### src/rtl/uart_core_cfg.sv
// Parametrised UART with independent TX and RX paths.
// TX: valid/ready accept, start bit, DATA_BITS LSB first, optional parity,
//     STOP_BITS stop bits; every bit lasts 16 baud ticks.
// RX: 2-flop synchronised input, 16x oversampling, mid-bit sampling,
//     parity and framing checks, one-cycle rx_valid with data and flags.
// Ports:
//   clk, rst                 clock, synchronous active-high reset
//   tx_valid, tx_data        transmit request and payload
//   tx_ready, tx_out         transmitter idle, serial line out (idle high)
//   rx_in                    asynchronous serial line in
//   rx_data, rx_valid        received payload and its one-cycle strobe
//   rx_parity_err            parity mismatch on the strobed frame
//   rx_frame_err             first stop bit sampled low on the strobed frame
//   rx_busy                  receiver inside a frame
module uart_core_cfg #(
  parameter int unsigned CLK_FREQ  = 100_000_000,
  parameter int unsigned BAUD_RATE = 115200,
  parameter int unsigned DATA_BITS = 8,
  parameter int unsigned PARITY    = 0,
  parameter int unsigned STOP_BITS = 1
) (
  input  logic                 clk,
  input  logic                 rst,
  input  logic                 tx_valid,
  input  logic [DATA_BITS-1:0] tx_data,
  output logic                 tx_ready,
  output logic                 tx_out,
  input  logic                 rx_in,
  output logic [DATA_BITS-1:0] rx_data,
  output logic                 rx_valid,
  output logic                 rx_parity_err,
  output logic                 rx_frame_err,
  output logic                 rx_busy
);

  // Clocks per oversample tick; must come out >= 1 for the chosen rates.
  localparam int unsigned DIV       = CLK_FREQ / (BAUD_RATE * 16);
  localparam int unsigned DIV_W     = (DIV > 1) ? $clog2(DIV) : 1;
  localparam logic [2:0]  LAST_DATA = 3'(DATA_BITS - 1);
  localparam logic [2:0]  LAST_STOP = 3'(STOP_BITS - 1);
  localparam bit          HAS_PAR   = (PARITY != 0);
  localparam bit          ODD_PAR   = (PARITY == 1);

  // Parity bit that completes the frame to the configured ones-count.
  function automatic logic par_bit(input logic [DATA_BITS-1:0] d);
    return ODD_PAR ? ~(^d) : (^d);
  endfunction

  typedef enum logic [2:0] {TX_IDLE, TX_START, TX_DATA, TX_PARITY, TX_STOP} tx_state_t;
  typedef enum logic [2:0] {RX_IDLE, RX_START, RX_DATA, RX_PARITY, RX_STOP} rx_state_t;

  // ---------------- transmitter ----------------
  tx_state_t            tx_state, tx_state_nxt;
  logic [DIV_W-1:0]     tx_div, tx_div_nxt;
  logic [3:0]           tx_tick, tx_tick_nxt;
  logic [2:0]           tx_bit, tx_bit_nxt;
  logic [DATA_BITS-1:0] tx_sh, tx_sh_nxt;
  logic                 tx_par, tx_par_nxt;
  logic                 tx_out_nxt, tx_ready_nxt;
  logic                 tx_tick_c, tx_bit_end_c;

  assign tx_tick_c    = (tx_div == DIV_W'(DIV - 1));
  assign tx_bit_end_c = tx_tick_c && (tx_tick == 4'd15);

  // TX next state: counters restart on accept so the start bit is full length.
  always_comb begin
    tx_state_nxt = tx_state;
    tx_div_nxt   = tx_tick_c ? '0 : tx_div + DIV_W'(1);
    tx_tick_nxt  = tx_tick_c ? tx_tick + 4'd1 : tx_tick;
    tx_bit_nxt   = tx_bit;
    tx_sh_nxt    = tx_sh;
    tx_par_nxt   = tx_par;
    tx_out_nxt   = tx_out;
    tx_ready_nxt = tx_ready;
    case (tx_state)
      TX_IDLE: begin
        if (tx_valid && tx_ready) begin
          tx_state_nxt = TX_START;
          tx_div_nxt   = '0;
          tx_tick_nxt  = 4'd0;
          tx_sh_nxt    = tx_data;
          tx_par_nxt   = par_bit(tx_data);
          tx_out_nxt   = 1'b0;
          tx_ready_nxt = 1'b0;
        end
      end
      TX_START: begin
        if (tx_bit_end_c) begin
          tx_state_nxt = TX_DATA;
          tx_out_nxt   = tx_sh[0];
          tx_sh_nxt    = tx_sh >> 1;
          tx_bit_nxt   = 3'd0;
        end
      end
      TX_DATA: begin
        if (tx_bit_end_c) begin
          if (tx_bit == LAST_DATA) begin
            if (HAS_PAR) begin
              tx_state_nxt = TX_PARITY;
              tx_out_nxt   = tx_par;
            end else begin
              tx_state_nxt = TX_STOP;
              tx_out_nxt   = 1'b1;
              tx_bit_nxt   = 3'd0;
            end
          end else begin
            tx_bit_nxt = tx_bit + 3'd1;
            tx_out_nxt = tx_sh[0];
            tx_sh_nxt  = tx_sh >> 1;
          end
        end
      end
      TX_PARITY: begin
        if (tx_bit_end_c) begin
          tx_state_nxt = TX_STOP;
          tx_out_nxt   = 1'b1;
          tx_bit_nxt   = 3'd0;
        end
      end
      TX_STOP: begin
        if (tx_bit_end_c) begin
          if (tx_bit == LAST_STOP) begin
            tx_state_nxt = TX_IDLE;
            tx_ready_nxt = 1'b1;
          end else begin
            tx_bit_nxt = tx_bit + 3'd1;
          end
        end
      end
      default: begin
        tx_state_nxt = TX_IDLE;
        tx_out_nxt   = 1'b1;
        tx_ready_nxt = 1'b1;
      end
    endcase
  end

  // TX registers
  always_ff @(posedge clk) begin
    if (rst) begin
      tx_state <= TX_IDLE;
      tx_div   <= '0;
      tx_tick  <= 4'd0;
      tx_bit   <= 3'd0;
      tx_sh    <= '0;
      tx_par   <= 1'b0;
      tx_out   <= 1'b1;
      tx_ready <= 1'b1;
    end else begin
      tx_state <= tx_state_nxt;
      tx_div   <= tx_div_nxt;
      tx_tick  <= tx_tick_nxt;
      tx_bit   <= tx_bit_nxt;
      tx_sh    <= tx_sh_nxt;
      tx_par   <= tx_par_nxt;
      tx_out   <= tx_out_nxt;
      tx_ready <= tx_ready_nxt;
    end
  end

  // ---------------- receiver ----------------
  rx_state_t            rx_state, rx_state_nxt;
  logic [1:0]           rx_sync;
  logic                 rx_prev;
  logic [DIV_W-1:0]     rx_div, rx_div_nxt;
  logic [3:0]           rx_tick, rx_tick_nxt;
  logic [2:0]           rx_bit, rx_bit_nxt;
  logic [DATA_BITS-1:0] rx_sh, rx_sh_nxt;
  logic                 rx_par, rx_par_nxt;
  logic [DATA_BITS-1:0] rx_data_nxt;
  logic                 rx_valid_nxt, rx_perr_nxt, rx_ferr_nxt, rx_busy_nxt;
  logic                 rx_s_c, rx_fall_c, rx_tick_c, rx_mid_c;

  assign rx_s_c    = rx_sync[1];
  assign rx_fall_c = rx_prev && !rx_s_c;
  assign rx_tick_c = (rx_div == DIV_W'(DIV - 1));
  // Eighth tick after the start edge, then every 16 ticks: mid-bit.
  assign rx_mid_c  = rx_tick_c && (rx_tick == 4'd7);

  // RX next state: only a real falling edge starts a frame, so a line
  // stuck low after a framing error cannot retrigger.
  always_comb begin
    rx_state_nxt = rx_state;
    rx_div_nxt   = rx_tick_c ? '0 : rx_div + DIV_W'(1);
    rx_tick_nxt  = rx_tick_c ? rx_tick + 4'd1 : rx_tick;
    rx_bit_nxt   = rx_bit;
    rx_sh_nxt    = rx_sh;
    rx_par_nxt   = rx_par;
    rx_data_nxt  = rx_data;
    rx_valid_nxt = 1'b0;
    rx_perr_nxt  = rx_parity_err;
    rx_ferr_nxt  = rx_frame_err;
    rx_busy_nxt  = rx_busy;
    case (rx_state)
      RX_IDLE: begin
        if (rx_fall_c) begin
          rx_state_nxt = RX_START;
          rx_busy_nxt  = 1'b1;
          rx_div_nxt   = '0;
          rx_tick_nxt  = 4'd0;
        end
      end
      RX_START: begin
        if (rx_mid_c) begin
          if (rx_s_c) begin
            rx_state_nxt = RX_IDLE;
            rx_busy_nxt  = 1'b0;
          end else begin
            rx_state_nxt = RX_DATA;
            rx_bit_nxt   = 3'd0;
          end
        end
      end
      RX_DATA: begin
        if (rx_mid_c) begin
          rx_sh_nxt = {rx_s_c, rx_sh[DATA_BITS-1:1]};
          if (rx_bit == LAST_DATA) begin
            rx_state_nxt = HAS_PAR ? RX_PARITY : RX_STOP;
          end else begin
            rx_bit_nxt = rx_bit + 3'd1;
          end
        end
      end
      RX_PARITY: begin
        if (rx_mid_c) begin
          rx_par_nxt   = rx_s_c;
          rx_state_nxt = RX_STOP;
        end
      end
      RX_STOP: begin
        if (rx_mid_c) begin
          rx_state_nxt = RX_IDLE;
          rx_busy_nxt  = 1'b0;
          rx_valid_nxt = 1'b1;
          rx_data_nxt  = rx_sh;
          rx_ferr_nxt  = !rx_s_c;
          rx_perr_nxt  = HAS_PAR && (rx_par != par_bit(rx_sh));
        end
      end
      default: begin
        rx_state_nxt = RX_IDLE;
        rx_busy_nxt  = 1'b0;
      end
    endcase
  end

  // RX registers, including the input synchroniser
  always_ff @(posedge clk) begin
    if (rst) begin
      rx_sync       <= 2'b11;
      rx_prev       <= 1'b1;
      rx_state      <= RX_IDLE;
      rx_div        <= '0;
      rx_tick       <= 4'd0;
      rx_bit        <= 3'd0;
      rx_sh         <= '0;
      rx_par        <= 1'b0;
      rx_data       <= '0;
      rx_valid      <= 1'b0;
      rx_parity_err <= 1'b0;
      rx_frame_err  <= 1'b0;
      rx_busy       <= 1'b0;
    end else begin
      rx_sync       <= {rx_sync[0], rx_in};
      rx_prev       <= rx_s_c;
      rx_state      <= rx_state_nxt;
      rx_div        <= rx_div_nxt;
      rx_tick       <= rx_tick_nxt;
      rx_bit        <= rx_bit_nxt;
      rx_sh         <= rx_sh_nxt;
      rx_par        <= rx_par_nxt;
      rx_data       <= rx_data_nxt;
      rx_valid      <= rx_valid_nxt;
      rx_parity_err <= rx_perr_nxt;
      rx_frame_err  <= rx_ferr_nxt;
      rx_busy       <= rx_busy_nxt;
    end
  end

endmodule

### config.mk
export PLATFORM = sky130hd
export DESIGN_NAME = uart_core_cfg
export DESIGN_NICKNAME = d
export VERILOG_FILES = /design/src/rtl/uart_core_cfg.sv
export SDC_FILE = /design/constraint.sdc
export NUM_CORES = 1
export LEC_CHECK = 0
export CAP_MARGIN = 20
export CORE_UTILIZATION = 57
export CTS_BUF_LIST = sky130_fd_sc_hd__clkbuf_8 sky130_fd_sc_hd__clkbuf_16
export CTS_CLUSTER_DIAMETER = 80
export DETAILED_ROUTE_END_ITERATION = 12
export PLACE_DENSITY = 0.82
export SETUP_SLACK_MARGIN = 0.4
export SYNTH_ARGS = -nofsm -noshare
export SYNTH_HDL_FRONTEND = slang
export SYNTH_SLANG_ARGS = --single-unit
### constraint.sdc
create_clock -name clk -period 2.44 [get_ports clk]
set_input_delay 0.366 -clock clk [delete_from_list [all_inputs] [get_ports clk]]
set_output_delay 0.366 -clock clk [all_outputs]
set_load 0.01 [all_outputs]
==> results list, run 1 <==
- The first global-routing pass estimated between 8000 and 9000 µm of wire.
- Number of instances in the synthesized netlist: 302
- After detailed routing, the number of vias per cell comes to roughly 5.3.
- Vias: 2,130
- CP max stage delay: roughly 0.36 ns
* Number of placed instances with taps included: 382
- During synthesis, Yosys emitted a total of 0 warnings.
- Unrepaired setup endpoints after global routing: yes
- 0 antenna diodes ended up in the layout.
- Synthesis instantiated 47 different standard cells from the library.
- CTS sink count: 64
- The synthesized design contains 64 register bits.
- Initial core utilization: between 60% and 70%
- By startpoint and endpoint, the worst setup path is classified as reg2reg.
* Final cell count without fillers: between 400 and 500
- Of the available clock period, the critical path in the final layout requires 83.0%.
- The critical path goes through ha_2 -> ha_4 -> or2_1 -> a221o_1 -> a21oi_4 -> buf_12 -> nor2_1 -> a211oi_1.
* CTS tree: built
* Total DRC errors in the routed layout: 0
* Largest net degree at the start of global routing: 26
- Peak Freq: a little under 500 MHz
* Outcome: finished, final reports clean
- Maximum capacitance violations: 0
- Sequential elements use between 40% and 50% of the synthesized area.
- Clock buffers created by TritonCTS: 9
- Area of the core region: ~0.0048 mm²
* Worst EP arrival: between 2 and 2.5 ns
- Together, buffers and inverters on the worst path number 1.
* Leak: between 1 and 1.5 nW
- Most common cell after layout, fill and taps aside: dfxtp_1
- Insertion delay to the later sink of the worst-skew pair: between 0.3 and 0.4 ns
* Mapped Nets: ~330
- In this run, synthesis inferred 0 flip-flops with an integrated enable.
- The routed design could run at a clock period as short as 2.03 ns.
- FP Rows: 25
- Final Max Tran Viols: 0
* Post-layout nets: 353
- The worst setup path is captured at a flop.
- Total gr overflow: 0
- For this block, the initial DRC count from the detailed router was between 100 and 150.
- In this run, post-CTS hold repair placed 0 buffers.
- Async SR Flop Fraction: 0%
- The die covers 0.00536 mm².
- Final setup TNS: 0 ns
- Final Setup Violations: 0
* Top library cells by usage in the layout, fill and taps aside: dfxtp_1, nor2_1, mux2i_1
* Max VDD drop: approximately 0.00053 V
- After synthesis, the mean cell area works out to between 9 and 10 µm².
- Ports: 26
- The path class of the tightest hold or removal check is reg2reg.
- In this run the clock root is driven by a clkbuf_8.
- Final Skew: ~0.0057 ns
* Share of layout cells above drive strength 1: roughly 16%
- The clock tree synthesis step divided the H-tree into 3 levels.
- Slew headroom: 59.6%
- Clock-pin slew on the worst setup and hold paths: about 0.070 ns
* Kind of cell adding the most delay to the critical path: compound AO/OA/AOI/OAI gates
- The wire-length estimate of the detail-placed layout is around 3400 µm.
- Overall fraction of global-route tracks in use: 21.0%
* Via count of the first global-routing pass: a little under 2,000
- The mapped netlist covers 0.00289 mm².
- Total routed wirelength: approximately 5200 µm
- STA classifies the critical path startpoint as a flop.
- In the synthesized netlist the dominant register cell turns out to be dfxtp_1.
* Die W: 73.2 µm
* Transition at the pin with the smallest max-transition slack: ~0.6 ns
* Maximum buffer depth of the clock tree: 2
- Final weighted congestion in routability-driven placement: 0.820
- Across all register-to-register paths, the minimum setup slack is 0.41 ns.
* Initial antenna violation count: 0
- Req. time, crit path: 2.68 ns
* Power per standard cell area: between 700 and 800 mW/mm²
- Drt wl/cell: 13.0 µm
* Final Hold Fails: 0
- In this run the worst path has a maximum fanout of 8.
- Among all stages on the critical path, the largest delay is contributed by a221o_1.
- Relative to the synthesized area, the layout overhead comes to 20.2%.
- Port buffer count: 24
- The first detailed-routing pass ran for 5 iterations.
- Die height: roughly 73 µm
* Post-DRT Antenna Nets: 0
[per-layer routing]
metal | track usage (%) | up-vias | part of all wire [%]
met5 | 0 | - | 0
met4 | 10.0 | 0 | 1.8
met2 | 33.3 | 38 | 46
met1 | 25.9 | 979 | 48
met3 | 6.22 | 10 | 3.8
li1 | - | 1103 | -
[registers in the layout, summed over array words and instances, names as in the netlist, 2 cells and up]
register / count
rx_bit: 3
rx_data: 8
rx_div: 6
rx_sh: 8
rx_state: 3
rx_sync: 2
rx_tick: 4
tx_bit: 3
tx_div: 6
tx_sh: 8
tx_state: 3
tx_tick: 4
[cell type report]
class | count | area, µm²
Clock buffer | 10 | 138
Clock inverter | 6 | 82.6
Fill cell | 342 | 1310
Inverter | 6 | 22.5
Multi-Input combinational cell | 216 | 1530
Sequential cell | 64 | 1280
Tap cell | 67 | 83.8
Timing Repair Buffer | 33 | 338
[path summary, 6_finish.rpt]
| check | end | start | depth (start not counted) |
|---|---|---|---|
| min | rx_sync[1] | rx_sync[0] | 1 |
| max | tx_sh[0] | tx_bit[0] | 8 |
| min reg2reg | rx_sync[1] | rx_sync[0] | 1 |
| max reg2reg | tx_sh[0] | tx_bit[0] | 8 |
[through the flow]
| stage | hold WS [ns] | util (%) | cell area (µm²) | setup WS, ns | power (mW) |
|---|---|---|---|---|---|
| 2_1_floorplan | 0.389 | - | 2890 | 0.564 | 1.35 |
| 3_3_place_gp | 0.393 | 66.1 | 3160 | 0.315 | 1.40 |
| 3_5_place_dp | 0.403 | 66.1 | 3160 | 0.265 | 1.41 |
| 4_1_cts | 0.421 | 71.2 | 3410 | 0.459 | 2.43 |
| 5_1_grt | 0.447 | 72.6 | 3470 | 0.342 | 2.54 |
| 6_report | 0.429 | 72.6 | 3470 | 0.415 | 2.44 |
[Yosys cell counts, types with 3 or more instances]
cell | instances | area share (%)
or3b_2 | 3 | 0.91
a22oi_1 | 3 | 0.78
o21ai_0 | 6 | 1.0
inv_1 | 6 | 0.78
or2_2 | 5 | 1.1
nand4_1 | 3 | 0.65
xnor2_1 | 7 | 2.1
buf_6 | 3 | 1.2
or3_1 | 4 | 0.87
nor2_2 | 5 | 1.1
a211oi_2 | 4 | 1.7
clkbuf_1 | 11 | 1.4
nor2b_1 | 4 | 0.87
mux2i_1 | 27 | 9.4
nor2_1 | 56 | 7.3
a21oi_1 | 13 | 2.3
dfxtp_1 | 64 | 44
nor4_1 | 3 | 0.65
xor2_1 | 8 | 2.4
nand2_1 | 10 | 1.3
a211oi_1 | 5 | 1.3
ha_1 | 11 | 4.8
and3_1 | 4 | 0.87
nand3_1 | 7 | 1.2
[report_power, final]
part	internal, mW	switching, mW	total [mW]	leakage, nW
Combinational	0.160	0.145	0.305	0.669
Sequential	1.09	0.0453	1.14	0.520
Clock	0.597	0.405	1.00	0.112
Total	1.85	0.595	2.44	1.30
[logic make-up after synthesis]
| logic type | share of synthesized area [%] |
|---|---|
| multiplexers | 9.35 |
| adder cells (fa/ha/maj) | 4.76 |
| other | 0.130 |
| AND/OR/NAND/NOR | 22.7 |
| flip-flops | 44.3 |
| buffers and inverters | 3.90 |
| XOR/XNOR | 4.55 |
| AO/OA/AOI/OAI | 10.3 |
[what timing repair did]
action / CTS / global route
endpoints found under the setup margin: 8 / 12
resized for setup: 0 / 7
gates cloned: 0 / 1
buffers inserted: 2 / 1
pin swaps: 0 / 3
Note: power is estimated with default switching activity, not from simulation.
==> inputs of run 2 (changes only) <==
==> constraint.sdc (replaced) <==
create_clock -name clk -period 1.91 [get_ports clk]
set_input_delay 0.2865 -clock clk [delete_from_list [all_inputs] [get_ports clk]]
set_output_delay 0.2865 -clock clk [all_outputs]
set_load 0.01 [all_outputs]
==> results list, run 2 (synthesis gave the netlist of run 1 again) <==
- The cell that appears most often on the critical path is ha_4.
- The critical path required time is 2.17 ns (-0.51 ns).
- The total number of nets in the final design was 386 (+9.3%).
- Vias: 2,487 (+17%)
- Share of the clock period used by the worst path: 104% (+21 points)
- Top library cells by usage in the layout, fill and taps aside: dfxtp_1, nor2_1, buf_4
- The clock transition time at the flip-flop clock pins of the worst setup and hold paths was 0.07 ns (about the same).
- Number of H-tree levels: 3 (unchanged)
- CP max stage delay: 0.36 ns (about the same)
- The global placer's final weighted congestion came to 0.766 (-6.6%).
- Final Hold Fails: 0 (unchanged)
* Drt wl/cell: 17.8 µm (+38%)
- The transition time at the pin with the least slew margin was 0.587 ns (-0.0134 ns).
- The number of global-route vias before repair was 2,302 (+17%).
* DRC violation total after the first TritonRoute iteration: 155 (+31%)
- Share of layout cells above drive strength 1: 39.7% (+24 points)
* Largest net degree at the start of global routing: 38 (+46%)
- The die width is 73.2 µm (unchanged).
* Slew headroom: 60.8% (+1.2 points)
* Insertion delay to the later sink of the worst-skew pair: 0.36 ns (+0.02 ns)
* Layout overhead on the synthesized area: 42.2%
* Clk Tree Root Cell: clkbuf_8
- The number of buffer cells added on primary ports was 24 (unchanged).
* Initial core utilization: 60.4% (unchanged)
- CTS sink count: 64 (unchanged)
* Kind of critical path: reg2reg
- Overall fraction of global-route tracks in use: 28.0% (+7.1 points)
- Cell Chain, Critical Path: ha_4 -> ha_4 -> or2_1 -> a221o_1 -> a21oi_4 -> buf_12 -> nor2_2 -> a211oi_2
- Final setup TNS: -0.379 ns (-0.379 ns)
- The CTS buffer count was 9 (unchanged).
- Wire length of the first global-routing pass: 11,000 µm (+30%)
- The worst-case hold slack was 0.412 ns (-0.0168 ns).
* Total inserted antenna cells: 0 (unchanged)
- The final count of pins violating max slew was 0 (unchanged).
* Final design instance area without fill: 0.00411 mm² (+18%)
- Path type of the worst min-delay path: reg2reg
- The number of failing setup endpoints in the final timing report was 7 (+7).
- Worst EP arrival: 2.25 ns (about the same)
* Outcome: finished, violations left
* Area of the die: 0.00536 mm² (unchanged)
* Dpl cell area: 0.00336 mm² (+6.4%)
- Area of the core region: 0.00479 mm² (unchanged)
- The average vias per placed instance is 5.72 (+7.9%).
- Slowest CP cell: a221o_1
* Final worst setup slack: -0.0751 ns (-0.490 ns)
- Critical Path Start Type: flop
- Post-DRT Antenna Nets: 0 (unchanged)
- Violations in the final reports: setup timing
- The cell leakage power is 1.58 nW (+21%).
* Total routed wirelength: 7750 µm (+49%)
- Half-perimeter wire length after placement: 3650 µm (+7.8%)
* Unrepaired setup endpoints after global routing: yes
- The number of optimization iterations in the first detailed-route pass is 4 (-1).
* Final critical delay including setup and external delays: 1.99 ns (-0.0402 ns)
* Maximum capacitance violations: 0 (unchanged)
- The quantity of hold-fixing buffers added after cts was 0 (unchanged).
- Peak Freq: 504 MHz (+2.0%)
- Fill count: 235 (-31%)
- FP Rows: 25 (unchanged)
- The worst setup path is captured at a flop.
- Power per standard cell area: 739 mW/mm² (+5.1%)
* CTS tree: built
* Die height: 73.2 µm (unchanged)
* Maximum buffer depth of the clock tree: 2 (unchanged)
* Total gr overflow: 0 (unchanged)
- The worst setup slack after placement is -0.0256 ns (-0.291 ns).
- Most common cell after layout, fill and taps aside: dfxtp_1
* Largest fanout on the critical path: 10 (+2)
- The largest registers in the layout are rx_data: 8 flops, rx_sh: 8 flops, tx_sh: 8 flops.
- The worst-case clock skew came to 0.00992 ns (+0.00418 ns).
- The post-detailed-route DRC marker count came to 0 (unchanged).
- The largest vdd supply drop came to 0.000774 V (+46%).
- The initial antenna violation count came to 0 (unchanged).
- Ports: 26 (unchanged)
==> run 2: cell count changes in the layout (fill, tap and decap cells not counted), moves of 8 or more <==
cell             change
dfxtp_1             -12
dlygate4sd2_1       +10
dfxtp_2             +10
nor2_1               -8
buf_4               +20
clkdlybuf4s50_1     -12
==> run 2: worst paths after layout <==
| kind | startpoint | end | slack, ns | cells past startpoint |
|---|---|---|---|---|
| setup / recovery | tx_bit[1] | tx_sh[2] | -0.08 | 8 |
| hold / removal | rx_sync[0] | rx_sync[1] | 0.41 | 1 |
| setup reg to reg | tx_bit[1] | tx_sh[2] | -0.08 | 8 |
| hold reg to reg | rx_sync[0] | rx_sync[1] | 0.41 | 1 |
==> run 2: report_power, final <==
group | switching, mW | total [mW] | internal (mW)
sequential | 0.0698 | 1.46 | 1.39
combinational | 0.252 | 0.535 | 0.283
clock | 0.570 | 1.04 | 0.469
==> run 2: timing repair <==
item,in CTS,in global routing
setup buffers,22,8
endpoints found under the setup margin,60,62
gates cloned,1,0
pin swaps,23,23
gates resized for setup,41,48
hold endpoints to repair,0,0
==> run 2: area by class of cell <==
cell class	instances	area (µm²)	area share, %
clock inverter	7	47.5	1.16
inverter	6	27.5	0.670
multi-input combinational	216	1850	45.0
timing repair buffer	66	674	16.4
clock buffer	9	124	3.01
sequential	64	1300	31.7
tap	67	83.8	2.04
==> run 2: stage by stage <==
step / utilization [%] / power, mW / std cells
finish: 85.9 / 3.04 / 435
global route: 85.9 / 3.14 / 435
CTS: 81.0 / 2.95 / 427
detailed placement: 70.3 / 1.86 / 388
global placement: 70.3 / 1.84 / 388
floorplan: - / 1.75 / 302
==> run 2: worst max-delay path, delay by kind of cell, from the launching register on <==
| kind | cells | cell delay [ns] |
|---|---|---|
| compound gates | 3 | 0.75 |
| fa+ha+maj | 2 | 0.33 |
| simple gates | 2 | 0.30 |
| buf+inv | 1 | 0.16 |
| flops | 1 | 0.35 |
==> run 2: metal layers <==
metal  part of all wire, %  vias up  track usage, %  routed length [µm]
met1                    45     1208            34.6                3510
met3                   4.6       18            6.77                 359
met5                     0        -               0                   0
li1                      -     1175               -                   -
met4                   2.1        0            16.1                 163
met2                    48       86            44.5                3720
==> inputs of run 3 (changes only) <==
--- a/config.mk
+++ b/config.mk
@@ -6,6 +6,7 @@
 export NUM_CORES = 1
 export LEC_CHECK = 0
 export CAP_MARGIN = 20
+export CORE_MARGIN = 2
 export CORE_UTILIZATION = 57
 export CTS_BUF_LIST = sky130_fd_sc_hd__clkbuf_8 sky130_fd_sc_hd__clkbuf_16
 export CTS_CLUSTER_DIAMETER = 80
==> results list, run 3 (synthesis gave the netlist of run 1 again) <==
* Outcome: finished, final reports clean
- Cell Chain, Critical Path: ha_4 -> ha_4 -> or2_1 -> a221o_1 -> a21oi_4 -> buf_12 -> buf_4 -> nor2_4 -> a211oi_2
- Broken down by cell family, the worst path's largest delay share belongs to compound AO/OA/AOI/OAI gates.
* Peak Freq: 524 MHz (+4.0%)
* Overall fraction of global-route tracks in use: 23.4% (-4.6 points)
- Final design instance area without fill: 0.00398 mm² (-3.3%)
- The total die area is 0.00566 mm² (+5.5%).
- The number of failing setup endpoints in the final timing report came to 0 (-7).
* Share of the clock period used by the worst path: 99.9% (-4.0 points)
- Wire length of the first global-routing pass: 9980 µm (-9.5%)
* Vias: 2,386 (-4.1%)
- Number of H-tree levels: 3 (unchanged)
- By instance count, the cell type seen most on the critical path is ha_4.
- The transition time at the pin with the least slew margin is 0.622 ns (+0.0349 ns).
- Final weighted congestion in routability-driven placement: 0.804 (+5.0%)
- The die width was 75.2 µm (+2.7%).
* Total DRC errors in the routed layout: 0 (unchanged)
- The count of routing violations after the opening detailed-route iteration was 173 (+12%).
* Final critical delay including setup and external delays: 1.91 ns (-0.0769 ns)
* Ports: 26 (unchanged)
* Total routed wirelength: 6930 µm (-11%)
- The max-capacitance violation count was 0 (unchanged).
- The count of buffering cells on the critical path with inverters included came to 2 (+1).
* Initial core utilization: 60.0% (-0.39 points)
- Initial antenna violation count: 0 (unchanged)
- The quantity of hold-fixing buffers added after cts was 0 (unchanged).
- Final cell count without fillers: 430 (-1.1%)
* Final Skew: 0.0109 ns (+0.000947 ns)
- Post-DRT Antenna Nets: 0 (unchanged)
* Largest fanout on the critical path: 12 (+2)
- Register-to-register setup slack: 0.002 ns (+0.08 ns)
* Post-layout nets: 381 (-1.3%)
* Clock buffers created by TritonCTS: 9 (unchanged)
- Die height: 75.2 µm (+2.7%)
- The number of optimization iterations in the first detailed-route pass is 4 (unchanged).
* Final core utilization: 82.5% (-3.3 points)
- The antenna diode count came to 0 (unchanged).
* Area of the core region: 0.00482 mm² (+0.65%)
* Slowest CP cell: a221o_1
- The fraction of final layout cells with drive strength greater than 1 was 36.1% (-3.6 points).
- Power per standard cell area: 758 mW/mm² (+2.6%)
* Maximum buffer depth of the clock tree: 2 (unchanged)
- FP Rows: 25 (unchanged)
- Clock-pin slew on the worst setup and hold paths: 0.07 ns (about the same)
* Final Hold Fails: 0 (unchanged)
- Leak: 1.54 nW (-2.0%)
- Drt wl/cell: 16.1 µm (-9.5%)
- The number of buffer cells added on primary ports is 24 (unchanged).
- Tightest hold margin: 0.368 ns (-0.0439 ns)
- The number of global-route vias before repair came to 2,304 (+0.087%).
* Most common cell after layout, fill and taps aside: dfxtp_1
* CTS sink count: 64 (unchanged)
* Largest net degree at the start of global routing: 21 (-45%)
- Unrepaired setup endpoints after global routing: yes
- Total power of the final layout: 3.01 mW (-0.76%)
- Half-perimeter wire length after placement: 3740 µm (+2.3%)
- Total gr overflow: 0 (unchanged)
- In the final layout, the registers with the most flip-flops are rx_data: 8 flops, rx_sh: 8 flops, tx_sh: 8 flops.
* Final Max Tran Viols: 0 (unchanged)
- Insertion delay to the later sink of the worst-skew pair: 0.35 ns (about the same)
- Slew headroom: 58.5% (-2.3 points)
- Vias per Instance: 5.55 (-2.9%)
- The placement-stage cell area was 0.00340 mm² (+1.0%).
* Layout overhead on the synthesized area: 37.6%
* Path type of the worst min-delay path: in2reg
* Clk Tree Root Cell: clkbuf_8
- Max VDD drop: 0.000815 V (+5.3%)
- Critical Path Start Type: flop
* Top library cells by usage in the layout, fill and taps aside: dfxtp_1, nor2_1, mux2i_1
- Req. time, crit path: 2.18 ns (about the same)
- CP max stage delay: 0.36 ns (about the same)
* CTS tree: built
- The placed instance count is 395 (+1.8%).
- Worst EP arrival: 2.18 ns (-0.07 ns)
- The critical path is of the reg2reg type.
- Critical path capture point type: flop
## run 3: power by group
part	switching, mW	total, mW	internal (mW)
Combinational	0.233	0.490	0.257
Sequential	0.0629	1.46	1.39
Clock	0.560	1.07	0.507
## run 3: through the flow
step / TNS, ns / setup WS, ns
final: 0 / 0.00181
after global routing: -0.208 / -0.0450
after CTS: 0 / 0.0175
after detailed placement: 0 / 0.00117
after global placement: 0 / 0.0196
after floorplan: 0 / 0.0981
## run 3: cell type report
cell class,instances,area [µm²]
fillers,263,841
inverters,6,35.0
multi-input cells,216,1780
repair buffers,61,603
flip-flops and latches,64,1300
well taps,67,83.8
clock buffers,10,138
clock inverters,6,45.0
## run 3: layer usage
| metal | vias up | global-route usage (%) | part of all wire [%] |
|---|---|---|---|
| met4 | 0 | 10.7 | 1.7 |
| met3 | 11 | 6.69 | 5.0 |
| met1 | 1159 | 28.3 | 43 |
| met2 | 56 | 38.8 | 50 |
| li1 | 1160 | - | - |
| met5 | - | 0 | 0 |
## run 3: timing repair
action / in CTS / in global routing
pin swaps: 10 / 16
resized for setup: 22 / 53
cloned: 0 / 1
setup buffers: 12 / 6
endpoints found under the setup margin: 49 / 56
## run 3: worst register-to-register path: cells and delay by family (launching register included)
family | cells | cell delay, ns
AO/OA/AOI/OAI | 3 | 0.65
adder cells (fa/ha/maj) | 2 | 0.31
buffers and inverters | 2 | 0.29
flip-flops | 1 | 0.33
AND/OR/NAND/NOR | 2 | 0.26
## run 3: final timing paths
check,from,end,depth (start not counted)
hold / removal,rst,tx_bit[1],2
hold reg to reg,rx_sync[0],rx_sync[1],1
setup reg to reg,tx_bit[1],tx_sh[6],9
setup / recovery,tx_bit[1],tx_sh[6],9
